File: config.mk
export PLATFORM = sky130hd
export DESIGN_NAME = uart_tx_arbiter
export DESIGN_NICKNAME = d
export VERILOG_FILES = /design/src/rtl/uart_tx_arbiter_pkg.sv /design/src/rtl/uart_tx_arbiter_rr_pick.sv /design/src/rtl/uart_tx_arbiter.sv
export SDC_FILE = /design/constraint.sdc
export NUM_CORES = 1
export LEC_CHECK = 0
export ABC_AREA = 0
export BUFFER_PORTS_ARGS = -buffer_cell sky130_fd_sc_hd__clkbuf_2
export CORE_MARGIN = 3
export CORE_UTILIZATION = 53
export CTS_CLUSTER_SIZE = 16
export DETAILED_ROUTE_END_ITERATION = 12
export GPL_TIMING_DRIVEN = 0
export PLACE_DENSITY = 0.83
export SETUP_SLACK_MARGIN = 0.15
export SYNTH_ARGS = -nofsm -noshare
export SYNTH_HDL_FRONTEND = slang
export SYNTH_SLANG_ARGS = --single-unit
export TNS_END_PERCENT = 30
File: constraint.sdc
create_clock -name clk -period 2 [get_ports clk]
set_input_delay 0 -clock clk [delete_from_list [all_inputs] [get_ports clk]]
set_output_delay 0 -clock clk [all_outputs]
set_load 0.1 [all_outputs]
File: src/rtl/uart_tx_arbiter_pkg.sv
// Shared definitions for the UART transmit arbiter: FSM encoding, byte width
// and the fixed requester slots used by the processor and chain forwarder.
package uart_tx_arbiter_pkg;

    localparam int BYTE_W = 8;

    localparam logic [1:0] ST_IDLE = 2'd0;
    localparam logic [1:0] ST_SEND = 2'd1;
    localparam logic [1:0] ST_HOLD = 2'd2;

    localparam int REQ_LOCAL = 0;
    localparam int REQ_CHAIN = 1;

endpackage

File: src/rtl/uart_tx_arbiter_rr_pick.sv
// Combinational round-robin selector: returns the first valid requester found
// after the previous grant, wrapping modulo NREQ.
module uart_tx_arbiter_rr_pick #(
    parameter int NREQ = 2,
    parameter int IDW  = $clog2(NREQ)
) (
    input  logic [NREQ-1:0] req_valid,
    input  logic [IDW-1:0]  grant_id,
    output logic [IDW-1:0]  next_id,
    output logic            any_valid
);

    logic [IDW-1:0] idx;

    always_comb begin
        next_id   = grant_id;
        any_valid = |req_valid;
        idx       = '0;
        // Farthest offset first so the nearest valid requester overwrites it.
        for (int k = NREQ; k >= 1; k--) begin
            idx = IDW'((int'(grant_id) + k) % NREQ);
            if (req_valid[idx]) begin
                next_id = idx;
            end
        end
    end

endmodule

File: src/rtl/uart_tx_arbiter.sv
// Packet-atomic round-robin arbiter sharing one UART transmitter between NREQ
// byte-stream requesters, with a watchdog that reclaims a stalled grant.
module uart_tx_arbiter
    import uart_tx_arbiter_pkg::*;
#(
    parameter int NREQ    = 2,
    parameter int TIMEOUT = 1024,
    parameter int GUARD   = 1
) (
    input  logic                     clk,
    input  logic                     reset,
    input  logic [NREQ-1:0]          req_valid,
    input  logic [BYTE_W*NREQ-1:0]   req_data,
    input  logic [NREQ-1:0]          req_last,
    output logic [NREQ-1:0]          req_ready,
    input  logic                     txBusy,
    output logic                     txStart,
    output logic [BYTE_W-1:0]        txData,
    output logic [$clog2(NREQ)-1:0]  grant_id,
    output logic                     locked,
    output logic [7:0]               timeout_count
);

    localparam int IDW = $clog2(NREQ);
    localparam int WDW = $clog2(TIMEOUT + 1);
    localparam int GW  = $clog2(GUARD + 2);

    logic [1:0]        state_q, state_d;
    logic [IDW-1:0]    grant_id_q, grant_id_d;
    logic              locked_q, locked_d;
    logic              tx_start_q, tx_start_d;
    logic [BYTE_W-1:0] tx_data_q, tx_data_d;
    logic              last_q, last_d;
    logic [WDW-1:0]    wd_q, wd_d;
    logic [GW-1:0]     guard_q, guard_d;
    logic [7:0]        timeout_count_q, timeout_count_d;

    logic [IDW-1:0]    next_id;
    logic              any_valid;
    logic              sel_valid;
    logic              sel_last;
    logic [BYTE_W-1:0] sel_byte;

    uart_tx_arbiter_rr_pick #(
        .NREQ (NREQ),
        .IDW  (IDW)
    ) u_rr_pick (
        .req_valid (req_valid),
        .grant_id  (grant_id_q),
        .next_id   (next_id),
        .any_valid (any_valid)
    );

    always_comb begin
        sel_valid = 1'b0;
        sel_last  = 1'b0;
        sel_byte  = '0;
        for (int i = 0; i < NREQ; i++) begin
            if (grant_id_q == IDW'(i)) begin
                sel_valid = req_valid[i];
                sel_last  = req_last[i];
                sel_byte  = req_data[i*BYTE_W +: BYTE_W];
            end
        end
    end

    always_comb begin
        req_ready = '0;
        if (state_q == ST_SEND) begin
            req_ready[grant_id_q] = !txBusy;
        end
    end

    always_comb begin
        state_d         = state_q;
        grant_id_d      = grant_id_q;
        locked_d        = locked_q;
        tx_start_d      = 1'b0;
        tx_data_d       = tx_data_q;
        last_d          = last_q;
        wd_d            = wd_q;
        guard_d         = guard_q;
        timeout_count_d = timeout_count_q;
        case (state_q)
            ST_IDLE: begin
                if (any_valid) begin
                    grant_id_d = next_id;
                    locked_d   = 1'b1;
                    state_d    = ST_SEND;
                end
            end
            ST_SEND: begin
                // A busy transmitter freezes both the handshake and the watchdog.
                if (!txBusy) begin
                    if (sel_valid) begin
                        tx_start_d = 1'b1;
                        tx_data_d  = sel_byte;
                        last_d     = sel_last;
                        wd_d       = '0;
                        guard_d    = '0;
                        state_d    = ST_HOLD;
                    end else if (wd_q == WDW'(TIMEOUT - 1)) begin
                        wd_d     = '0;
                        locked_d = 1'b0;
                        state_d  = ST_IDLE;
                        if (timeout_count_q != 8'hFF) begin
                            timeout_count_d = timeout_count_q + 8'd1;
                        end
                    end else begin
                        wd_d = wd_q + 1'b1;
                    end
                end
            end
            ST_HOLD: begin
                if (guard_q == GW'(GUARD)) begin
                    if (last_q) begin
                        locked_d = 1'b0;
                        state_d  = ST_IDLE;
                    end else begin
                        state_d = ST_SEND;
                    end
                end else begin
                    guard_d = guard_q + 1'b1;
                end
            end
            default: state_d = ST_IDLE;
        endcase
    end

    always_ff @(posedge clk) begin
        if (reset) begin
            state_q         <= ST_IDLE;
            grant_id_q      <= IDW'(NREQ - 1);
            locked_q        <= 1'b0;
            tx_start_q      <= 1'b0;
            tx_data_q       <= '0;
            last_q          <= 1'b0;
            wd_q            <= '0;
            guard_q         <= '0;
            timeout_count_q <= '0;
        end else begin
            state_q         <= state_d;
            grant_id_q      <= grant_id_d;
            locked_q        <= locked_d;
            tx_start_q      <= tx_start_d;
            tx_data_q       <= tx_data_d;
            last_q          <= last_d;
            wd_q            <= wd_d;
            guard_q         <= guard_d;
            timeout_count_q <= timeout_count_d;
        end
    end

    assign txStart       = tx_start_q;
    assign txData        = tx_data_q;
    assign grant_id      = grant_id_q;
    assign locked        = locked_q;
    assign timeout_count = timeout_count_q;

endmodule
# --- After elaboration in Yosys (flattened, before gate mapping) ---
# Index checks and enable logic that the tools add are counted.
totals:
  mem_bits_ro: 0
  input_bits: 23
  register_bits: 35
  mem_count: 0
  ramBits: 0
  elab_cells: 84
  latch_bits: 0
  out_inout_bits: 21
op_classes:
  muxes: 33
  div: 0
  shift: 0
  mul: 0
  bitwise_logic: 4
  addsub: 5
  n_eq_ne: 14
  order_cmp: 4
  n_reduce_logical: 15
ops:
  columns: ["cell", "n"]
  rows:
  - ["$mux W11", 2]
  - ["$mux W2", 9]
  - ["$mux W1", 17]
  - ["$ne A2 B2 Y1 const B", 7]
  - ["$add A11 B1 Y11 const B", 1]
  - ["$eq A11 B10 Y1 const B", 1]
  - ["$add A8 B1 Y8 const B", 1]
  - ["$mux W8", 1]
  - ["$ne A8 B8 Y1 const B", 1]
  - ["$reduce_and A4 Y1", 2]
  - ["$reduce_and A7 Y1", 1]
  - ["$lt A1 B2 Y1 const B", 3]
  - ["$pmux W2 S3", 1]
  - ["$reduce_and A3 Y1", 2]
  - ["$reduce_and A5 Y1", 1]
  - ["$eq A2 B1 Y1 const B", 2]
  - ["$pmux W2 S2", 1]
  - ["$reduce_bool A2 Y1", 2]
  - ["$ne A3 B2 Y1 const B", 1]
  - ["$not A1 Y1", 3]
  - ["$pmux W1 S3", 1]
  - ["$reduce_bool A3 Y1", 1]
  - ["$reduce_or A3 Y1", 1]
  - ["$add A1 B1 Y1 const B", 2]
  - ["other kinds (11)", 11]

# --- Depth between registers and ports, before layout ---
logic_depth:
  depth_word: 6
  depth_mapped: 8
  mapped_depth_nobuf: 6

# --- By module ---
# Synthesis repeated with hierarchy kept, for this count alone.
unflattened:
  cells_unflattened: 221
  area_unflattened_um2: 1875.5
modules_own_cells:
  columns: ["module", "seq_area_each_um2", "area_per_inst_um2", "cells_each", "instances"]
  rows:
  - ["uart_tx_arbiter", 700.7, 1860.5, 218, 1]
  - ["uart_tx_arbiter_rr_pick", 0.0, 15.0, 3, 1]

# --- Worst setup path before layout ---
# No wires, ideal clock.
synth_path:
  path_type: "reg-to-reg"
  startpoint: "reg grant_id_q, in the netlist grant_id"
  endpoint: "reg timeout_count_q[3], in the netlist timeout_count[3]"
  synth_period_minus_slack_ns: 2.569
  path_slack_ns: -0.569
  n_path_buf: 2
  stages_incl_launch_ff: 7
  t_arrival_ns: 2.446
  required_time_ns: 1.877
  cell_sequence: "dfxtp_1 > buf_2 > mux2i_4 > nand2_2 > buf_2 > nor4_1 > mux2_1"
synth_via:
  elab_chain_cells: 3
synth_rtl:
  columns: ["item", "line_no", "source"]
  rows:
  - ["start: declaration", "uart_tx_arbiter.sv:29", "logic [IDW-1:0] grant_id_q, grant_id_d;"]
  - ["start signal: assignment", "uart_tx_arbiter.sv:133", "grant_id_q <= IDW'(NREQ - 1);"]
  - ["start signal: assignment", "uart_tx_arbiter.sv:143", "grant_id_q <= grant_id_d;"]
  - ["$mux W1", "uart_tx_arbiter.sv:59", "if (grant_id_q == IDW'(i)) begin"]
  - ["$not A1 Y1 (no source line)", null, null]
  - ["$reduce_and A5 Y1 (no source line)", null, null]
  - ["end signal: assignment", "uart_tx_arbiter.sv:150", "timeout_count_q <= timeout_count_d;"]
  - ["end: declaration", "uart_tx_arbiter.sv:36", "logic [7:0] timeout_count_q, timeout_count_d;"]
# No other way between the ends.
# A chain may end at the register's enable or synchronous reset.

# --- Final worst setup path ---
layout_path:
  startpoint: "reg wd_q[0]"
  endpoint: "reg timeout_count_q[7], in the netlist timeout_count[7]"
layout_via:
  elab_chain_cells: 2
layout_rtl:
  columns: ["item", "line_no", "source"]
  rows:
  - ["start: declaration", "uart_tx_arbiter.sv:34", "logic [WDW-1:0] wd_q, wd_d;"]
  - ["start signal: assignment", "uart_tx_arbiter.sv:148", "wd_q <= wd_d;"]
  - ["$eq A11 B10 Y1", "uart_tx_arbiter.sv:102", "end else if (wd_q == WDW'(TIMEOUT - 1)) begin"]
  - ["$reduce_and A5 Y1 (no source line)", null, null]
# No other way between the ends.

==> impl_metrics.csv <==
group,metric,value,unit
job,cap_violations,0,
timing,finalHoldViolCount,2,
logic_synthesis,synthTopCellsByArea,"dfxtp_1, mux2i_1, ha_1",
global_route,antenna_found_initial,0,
route,drt_iter0_markers,324,
logic_synthesis,avgSynthCellArea,8.64,sq um
timing,fmax,509,MHz
logic_synthesis,synthFlopType,"dfxtp_1",
route,drtPass1Iterations,7,
logic_synthesis,postSynthCellCount,222,
layout,utilization,81.5,%
logic_synthesis,synth.most_common_cell,"dfxtp_1",
floorplanning,die_w,66.2,um
logic_synthesis,async_flop_share,0,%
status,failed_checks,"hold timing",
logic_synthesis,synth-simple-area-share,26.1,%
clock_tree,cts_tree,"built",
layout,syn_to_final_growth,45.1,%
logic_synthesis,synth_seq_cells,35,
worst_setup_path,critical_path.slowest_cell,"dfxtp_4",
clock_tree,cts_sinks,35,
pwr,switching_share,42.9,%
global_route,grt_pass1_vias,2021,
pwr,p_leak,1.14,nW
worst_setup_path,cp.arrival,2210,ps
logic_synthesis,synth_top_family_by_area,"simple AND/OR/NAND/NOR gates",
floorplanning,pin_count,44,
layout,nets,333,
timing,slew_violations,0,
floorplanning,rows,21,
logic_synthesis,synth_compound_area_share,17.7,%
global_route,grt_pass1_wl,9250,um
global_route,grt.total_usage,27.4,%
layout,fillers,186,
worst_setup_path,crit_chain,"ha_4 > and4b_4 > nand3_4 > buf_12 > clkbuf_2 > o31ai_1 > a21oi_1",
worst_hold_path,worstHoldPathType,"in -> reg",
logic_synthesis,syn_area,1920,sq um
worst_setup_path,worst-path-buf-inv,2,
worst_setup_path,critPathMaxFanout,10,
floorplanning,core_area,3420,sq um
pwr,switching_power,1.09,mW
logic_synthesis,ys_warn_count,0,
logic_synthesis,synth.area.mux_share,9.39,%
logic_synthesis,ys_types,48,
worst_setup_path,cp.required,2250,ps
logic_synthesis,synth_common_cells,"dfxtp_1, nor2_1, a21oi_1, nand2_1, nand3_1",
worst_setup_path,path_class,"reg -> reg",
status,outcome,"finished with violations",
global_route,grt.overflow.total,0,
timing,period_needed,1960,ps
pwr,ir_drop,0.00102,V
worst_setup_path,start_kind,"flip-flop",
route,drc,0,
timing,skew,19.3,ps
clock_tree,cts_max_level,2,
floorplanning,initial_utilization,56.2,%
timing,grt_setup_unrepaired,"true",
route,vias,2343,
placed_design,portBuffers,43,
worst_setup_path,critPathMaxStageDelay,390,ps
pwr,power.internal,1.44,mW
logic_synthesis,synth_fa_ha_area_share,4.57,%
layout,antenna-diode-count,0,
floorplanning,die_area,4380,sq um
logic_synthesis,synth_nets,252,
clock_tree,cts-buffers-inserted,5,
route,routed_wl,7400,um
route,drt.antenna.violating_nets,0,
logic_synthesis,synth_top_area_share,36.5,%
placed_design,dp_hpwl,3300,um
placed_design,place_congestion,0.823,
timing,min_period_over_period,98.2,%
worst_setup_path,cp_top_family,"compound AO/OA/AOI/OAI gates",
clock_tree,cts.path.max_buffers,2,
pwr,p_comb_share,45.3,%
clock_tree,clk_pin_slew,120,ps
logic_synthesis,yosys.area.top_type,"dfxtp_1",
timing,maxSlewHeadroom,59.4,%
clock_tree,clk_latency,380,ps
timing,tightest_slew,609,ps
global_route,grt_max_degree,12,
timing,whs,-14.8,ps
route,vias_per_cell,6.69,
layout,final_layout_size_suffix_gt1_share,37.8,%
pwr,pwr-share-clk,22.6,%
pwr,power_density,908,nW/um^2
route,wl_per_cell,21.1,um
logic_synthesis,yosysSeqAreaShare,36.5,%
logic_synthesis,synth_edf_count,0,
timing,setup_viol,0,
clock_tree,cts_root_buffer,"clkbuf_4",
pwr,seq_power_share,32.1,%
logic_synthesis,post_synth_xor_area_fraction,0.457,%
floorplanning,dieHeight,66.2,um
pwr,total_power,2.53,mW
worst_setup_path,end_kind,"flip-flop",
-- layer usage --
layer	wire length (um)	GRT usage, %	share of wire (%)	vias up
li1	-	-	-	990
met1	2640	31.4	36	1066
met2	3510	48.5	47	206
met3	687	5.27	9.3	81
met4	566	12.4	7.6	0
met5	0	0	0	-
-- kinds of logic after synthesis --
group | count (synthesis)
AOI/OAI and AO/OA | 51
xor gates and xnor gates | 1
adders and majority gates | 7
buffers and inverters | 23
DFF | 35
muxes | 16
and+or+nand+nor | 89
-- cell usage in the layout (no fill, tap or decap), types with 2 or more instances in the layout --
cell type and n:
clkbuf_2 46, dfxtp_1 21, nor2_1 18, dlygate4sd3_1 16
buf_4 14, nand2_1 11, nand3_1 11, a21oi_1 11
inv_1 9, mux2i_1 9, a211oi_1 9, a31oi_1 8
o21ai_0 7, or4_1 7, dfxtp_4 7, dfxtp_2 7
clkbuf_4 6, nand2b_1 6, nor2b_1 5, clkbuf_1 4
nor3_1 4, and3_1 4, ha_1 4, nand4_1 3
nor4_4 3, mux2_4 3, nor2_2 2, and2_1 2
buf_2 2, and4_1 2, buf_12 2, mux2_2 2
a41oi_1 2, o31ai_1 2, o211ai_1 2, o22ai_1 2
ha_4 2
-- state kept, by name, summed over array words and instances (netlist names) --
name,count
grant_id,1
guard_q,2
last_q,1
locked,1
state_q,2
timeout_count,8
txData,8
txStart,1
wd_q,11
-- power groups by stage --
stage	logic (mW)	registers (mW)	clock network [mW]
after floorplan	0.445	1.07	0
after global placement	0.853	0.804	0
after detailed placement	0.864	0.806	0
after CTS	0.962	0.799	0.552
after global routing	1.20	0.816	0.590
final	1.14	0.812	0.572
-- path summary, 6_finish.rpt --
check                                                      to             startpoint  slack, ps  depth (start not counted)
worst max-delay path            timeout_count[7]$_SDFFE_PP0P_   wd_q[0]$_SDFFE_PP0P_         40                          7
worst min-delay path                   txData[4]$_SDFFE_PP0P_           req_data[12]        -10                          3
worst max register to register  timeout_count[7]$_SDFFE_PP0P_   wd_q[0]$_SDFFE_PP0P_         40                          7
worst min register to register          wd_q[10]$_SDFFE_PP0P_  wd_q[10]$_SDFFE_PP0P_        470                          2
-- worst register-to-register path: cells and delay by family, from the launching register on --
kind	cells	cell delay [ps]
AOI/OAI and AO/OA	2	480
and+or+nand+nor	2	440
DFF	1	390
buffers and inverters	2	390
adders and majority gates	1	120
-- cell type report --
class | count | area (sq um) | area share, %
Buffer | 13 | 101 | 3.64
Clock buffer | 6 | 51.3 | 1.84
Clock inverter | 2 | 35.0 | 1.26
Inverter | 10 | 37.5 | 1.35
Multi-Input combinational cell | 164 | 1260 | 45.3
Sequential cell | 35 | 736 | 26.4
Tap cell | 46 | 57.6 | 2.07
Timing Repair Buffer | 74 | 503 | 18.1
-- stage by stage --
stage | setup WS [ps] | area, sq um | hold WS, ps | TNS [ps] | cells
after global placement | -45.3 | 2240 | 322 | -64.8 | 311
final | 36.7 | 2780 | -14.8 | 0 | 350
after global routing | 20.6 | 2780 | -5.28 | 0 | 350
after CTS | 148 | 2580 | 1.72 | 0 | 339
after floorplan | 47.0 | 1970 | 186 | 0 | 222
after detailed placement | -84.2 | 2240 | 332 | -179 | 311
-- what timing repair did --
action,in CTS,in global routing
pin swaps,0,4
setup endpoints to repair,26,23
gates resized for setup,17,25
buffers inserted,4,10
endpoints found under the hold margin,9,0
cloned,0,1
hold buffers,16,0
Power figures use the tool's default switching activity.
